**config.mk**
```make
export PLATFORM = sky130hd
export DESIGN_NAME = truth_table_sweeper
export DESIGN_NICKNAME = d
export VERILOG_FILES = /design/src/rtl/truth_table_sweeper.sv
export SDC_FILE = /design/constraint.sdc
export NUM_CORES = 1
export LEC_CHECK = 0
export ABC_CLOCK_PERIOD_IN_PS = 5800
export CORE_MARGIN = 1.5
export CORE_UTILIZATION = 25
export DETAILED_ROUTE_END_ITERATION = 8
export GPL_ROUTABILITY_DRIVEN = 1
export PLACE_DENSITY_LB_ADDON = 0.1
export SETUP_SLACK_MARGIN = 0.2
export SLEW_MARGIN = 20
export SYNTH_ARGS = -nofsm -noshare
export SYNTH_HDL_FRONTEND = slang
export SYNTH_SLANG_ARGS = --single-unit
```
**constraint.sdc**
```tcl
create_clock -name clk -period 5.8 [get_ports clk]
set_clock_uncertainty 0.1 [all_clocks]
set_input_delay 1.16 -clock clk [delete_from_list [all_inputs] [get_ports clk]]
set_output_delay 1.16 -clock clk [all_outputs]
set_load 0.01 [all_outputs]
```
**src/rtl/truth_table_sweeper.sv**
```systemverilog
// Exhaustive stimulus sweeper: steps vec through every input vector, waits a
// settle time, and records where two combinational functions disagree.
module truth_table_sweeper #(
  parameter int N_IN          = 3,
  parameter int SETTLE_CYCLES = 4
) (
  input  logic                 clk,
  input  logic                 rst_n,
  input  logic                 start,
  output logic [N_IN-1:0]      vec,
  input  logic                 f_a,
  input  logic                 f_b,
  output logic                 busy,
  output logic                 done,
  output logic                 equal,
  output logic [2**N_IN-1:0]   mismatch_mask,
  output logic [N_IN:0]        mismatch_count,
  output logic [N_IN-1:0]      first_mismatch,
  output logic                 first_valid
);

  // state  | meaning
  // IDLE   | waiting for start after reset
  // SETTLE | holding vec while the functions under test settle
  // SAMPLE | comparing f_a/f_b at the edge ending this cycle
  // DONE   | sweep finished, results held until start or reset
  localparam logic [1:0] S_IDLE   = 2'd0;
  localparam logic [1:0] S_SETTLE = 2'd1;
  localparam logic [1:0] S_SAMPLE = 2'd2;
  localparam logic [1:0] S_DONE   = 2'd3;

  localparam logic [7:0]      SETTLE_LD  = 8'(SETTLE_CYCLES);
  localparam logic [1:0]      S_AFTER_LD = (SETTLE_CYCLES == 0) ? S_SAMPLE : S_SETTLE;
  localparam logic [N_IN-1:0] VEC_LAST   = '1;

  logic [1:0]  state;
  logic [7:0]  settle_cnt;
  logic        miss;
  logic [N_IN:0] count_next;

  assign miss       = f_a ^ f_b;
  assign count_next = mismatch_count + {{N_IN{1'b0}}, miss};

  always_ff @(posedge clk) begin
    if (!rst_n) begin
      state          <= S_IDLE;
      vec            <= '0;
      busy           <= 1'b0;
      done           <= 1'b0;
      equal          <= 1'b0;
      mismatch_mask  <= '0;
      mismatch_count <= '0;
      first_mismatch <= '0;
      first_valid    <= 1'b0;
      settle_cnt     <= '0;
    end else begin
      case (state)
        S_IDLE, S_DONE: begin
          if (start) begin
            vec            <= '0;
            busy           <= 1'b1;
            done           <= 1'b0;
            equal          <= 1'b0;
            mismatch_mask  <= '0;
            mismatch_count <= '0;
            first_mismatch <= '0;
            first_valid    <= 1'b0;
            settle_cnt     <= SETTLE_LD;
            state          <= S_AFTER_LD;
          end
        end
        S_SETTLE: begin
          settle_cnt <= settle_cnt - 8'd1;
          if (settle_cnt == 8'd1) state <= S_SAMPLE;
        end
        S_SAMPLE: begin
          if (miss) begin
            mismatch_mask[vec] <= 1'b1;
            mismatch_count     <= count_next;
            if (!first_valid) begin
              first_mismatch <= vec;
              first_valid    <= 1'b1;
            end
          end
          if (vec != VEC_LAST) begin
            vec        <= vec + 1'b1;
            settle_cnt <= SETTLE_LD;
            state      <= S_AFTER_LD;
          end else begin
            // count_next already includes the final vector's comparison
            state <= S_DONE;
            busy  <= 1'b0;
            done  <= 1'b1;
            equal <= (count_next == '0);
          end
        end
        default: state <= S_IDLE;
      endcase
    end
  end

endmodule
```
==> impl_metrics.toml <==
[yosys]
seq_area_frac_synth = 0.4211
synth_commonest_cells = "32 x dfxtp_1, 20 x nand2_1, 17 x nor2_1"
avgSynthCellArea_sq_um = 8.645
syn_inst = 176
synth_area_leaders = "dfxtp_1 42%, ha_1 7.4%, nand2_1 4.9%, nor2_1 4.2%, a21oi_1 3.6%"
async_flop_share = 0
netlist_area_sq_mm = 0.001521
netlist.area_leader.share = 0.4211
synth_most_common_cell = "dfxtp_1"
synth_cell_type_count = 39
ys_warn_count = 0
yosys.area.top_type = "dfxtp_1"
synth_ff_type = "dfxtp_1"
synth_edf_count = 0
syn_nets = 190
ys_ff_latch = 32

[worst_setup_path]
slowest_delay_ns = 0.84
r2r-start = "state[0]$_SDFFE_PN0P_"
worst-r2r-setup-slack_ns = 3.28
path_cells = "clkdlybuf4s50_1, inv_1, a31oi_1, a21boi_0, a22o_1"
worstPathArrival_ns = 3.56
path_class = "in2reg"
required_ns = 5.93
slowest_stage = "a31oi_1"
reg2reg_to = "first_mismatch[1]$_SDFFE_PN0P_"
r2r_cells = 5
critPathMaxFanout = 13
end_kind = "register"
cp-start-kind = "input pin"

[drt]
drtPass1Iterations = 4
num_vias = 1337
via_per_inst = 4.809
ant_nets = 0
routedWlPerCell_um = 13.01
drt-total-wl_um = 3616
drc = 0
drt_iter0_drc = 47

[timing]
setup_viol = 0
fin_ws_ns = 2.364
fmax_ghz = 0.2910
min_period_ns = 3.436
rsz0062_at_grt = "no"
drv_slew = 0
worstMarginPinSlew_ns = 1.052
fin_crit_sh = 0.5924
hold_violations = 0
slew_headroom = 0.2952
tns_ns = 0

[power_and_ir_drop]
p_per_area_mw_per_mm2 = 279.2
p_leak_nw = 0.6962
total_power_mw = 0.5407
irDropWorstVdd_v = 0.0001076

[clock_tree]
ctsHoldBuffers = 0
path_clk_slew_ns = 0.07
insertion_delay_ns = 0.28
clockBufferDepth = 2
htreeDepth = 2
cts_sinks = 32
cts_tree = "yes"
root_buffer = "clkbuf_8"
cts_resized = 0
cts_buffers = 5
cts_setup_buffers = 0

[global_route]
first_global_vias = 1307
track_usage = 0.1241
antenna_found_initial = 0
grt_overflow_total = 0
grt_max_degree = 14
grt_pass1_wl_um = 6154

[floorplan]
fp-row-count = 28
die_w_um = 81.01
io_pins = 27
die_area_sq_mm = 0.006563
fp.coreArea_sq_mm = 0.005886
fp.dieH_um = 81.01
start_util = 0.2585

[final_layout]
area_growth_pct = 27.30
instances_no_fill = 278
drive_gt1_frac = 0.08374
nets = 216
antenna_cells = 0
final_area_sq_mm = 0.001937

[place]
dp.cells = 270
port_buffers = 26
dp_hpwl_um = 2674
placed_cell_area_sq_mm = 0.001844
pre_cts_slack_ns = 2.078
gp_congestion = 0.7355

[worst_hold_path]
hp-class = "reg2reg"
hold_path_depth = 2
hold_start = "mismatch_mask[7]$_SDFFE_PN0P_"
holdPathEnd = "mismatch_mask[7]$_SDFFE_PN0P_"

[status]
status = "finished clean"

[job]
drv_cap = 0
[layer usage]
metal,vias up,global-route usage,wire length (um)
met5,-,0,0
met4,0,0.06207,60
li1,672,-,-
met1,635,0.1548,1718
met2,24,0.1992,1706
met3,6,0.02921,131
[critical path: cells and delay by family]
kind | cells | cell delay (ns)
AOI/OAI and AO/OA | 3 | 1.45
buffers and inverters | 2 | 0.96
[metrics by stage]
stage | hold WS [ns] | utilization
floorplan | 0.3801 | -
global placement | 0.3345 | 0.3134
detailed placement | 0.3498 | 0.3134
CTS | 0.3651 | 0.3291
global route | 0.3936 | 0.3291
finish | 0.3595 | 0.3291
[layout by cell type (no fill, tap or decap), drive strengths merged]
cell           instances
and4                   1
or3                    2
clkbuf                 6
inv                    9
a31oi                  1
o41ai                  1
nand2b                 3
or2                    1
and3                   2
o32ai                  1
or4                    2
nor4b                  1
nor2b                  1
dfxtp                 32
nand4                  3
nand3                  6
nor2                  17
a31o                   1
clkdlybuf4s50         26
a21boi                 1
nor4                   1
nand4b                 2
and2                   1
a311oi                 2
o31ai                  1
o211ai                 1
xor2                   5
a21oi                 12
nor3                   6
nand3b                 2
mux2                   1
ha                     9
a22oi                  3
a211oi                 1
nand2                 20
xnor2                  3
o21ai                 11
clkinv                 2
a22o                   3
[power by group]
part	internal (mW)	switching [mW]	total, mW
sequential	0.233	0.0135	0.247
clock	0.0946	0.0816	0.176
combinational	0.0499	0.0679	0.118
[flip-flops by register name (all words and copies together) (netlist names)]
signal          cells
busy                1
done                1
equal               1
first_mismatch      3
first_valid         1
mismatch_count      4
mismatch_mask       8
settle_cnt          8
state               2
vec                 3
[worst max-delay path by stage]
stage | endpoint | cells after the start | slack (ns) | from
CTS | first_mismatch[1]$_SDFFE_PN0P_ | 5 | 2.38 | rst_n
finish | first_mismatch[1]$_SDFFE_PN0P_ | 5 | 2.36 | rst_n
global route | first_mismatch[0]$_SDFFE_PN0P_ | 5 | 2.21 | rst_n
global placement | first_mismatch[2]$_SDFFE_PN0P_ | 5 | 2.27 | rst_n
detailed placement | first_mismatch[0]$_SDFFE_PN0P_ | 5 | 2.08 | rst_n
floorplan | equal$_SDFFE_PN0P_ | 7 | 3.36 | f_b
[area by class of cell]
cell class	instances	area (sq um)
tap	75	93.84
fill	634	3949
multi-input combinational	128	815.8
timing repair buffer	26	260.3
clock inverter	2	10.01
sequential	32	640.6
clock buffer	6	82.58
inverter	9	33.78
[cell families after synthesis]
kind of cell | share of synthesized area
flops | 0.4210
simple gates | 0.2410
compound gates | 0.1678
fa+ha+maj | 0.07401
mux | 0.007401
xor+xnor | 0.04605
buf+inv | 0.04276
(Power assumes the default switching activity.)
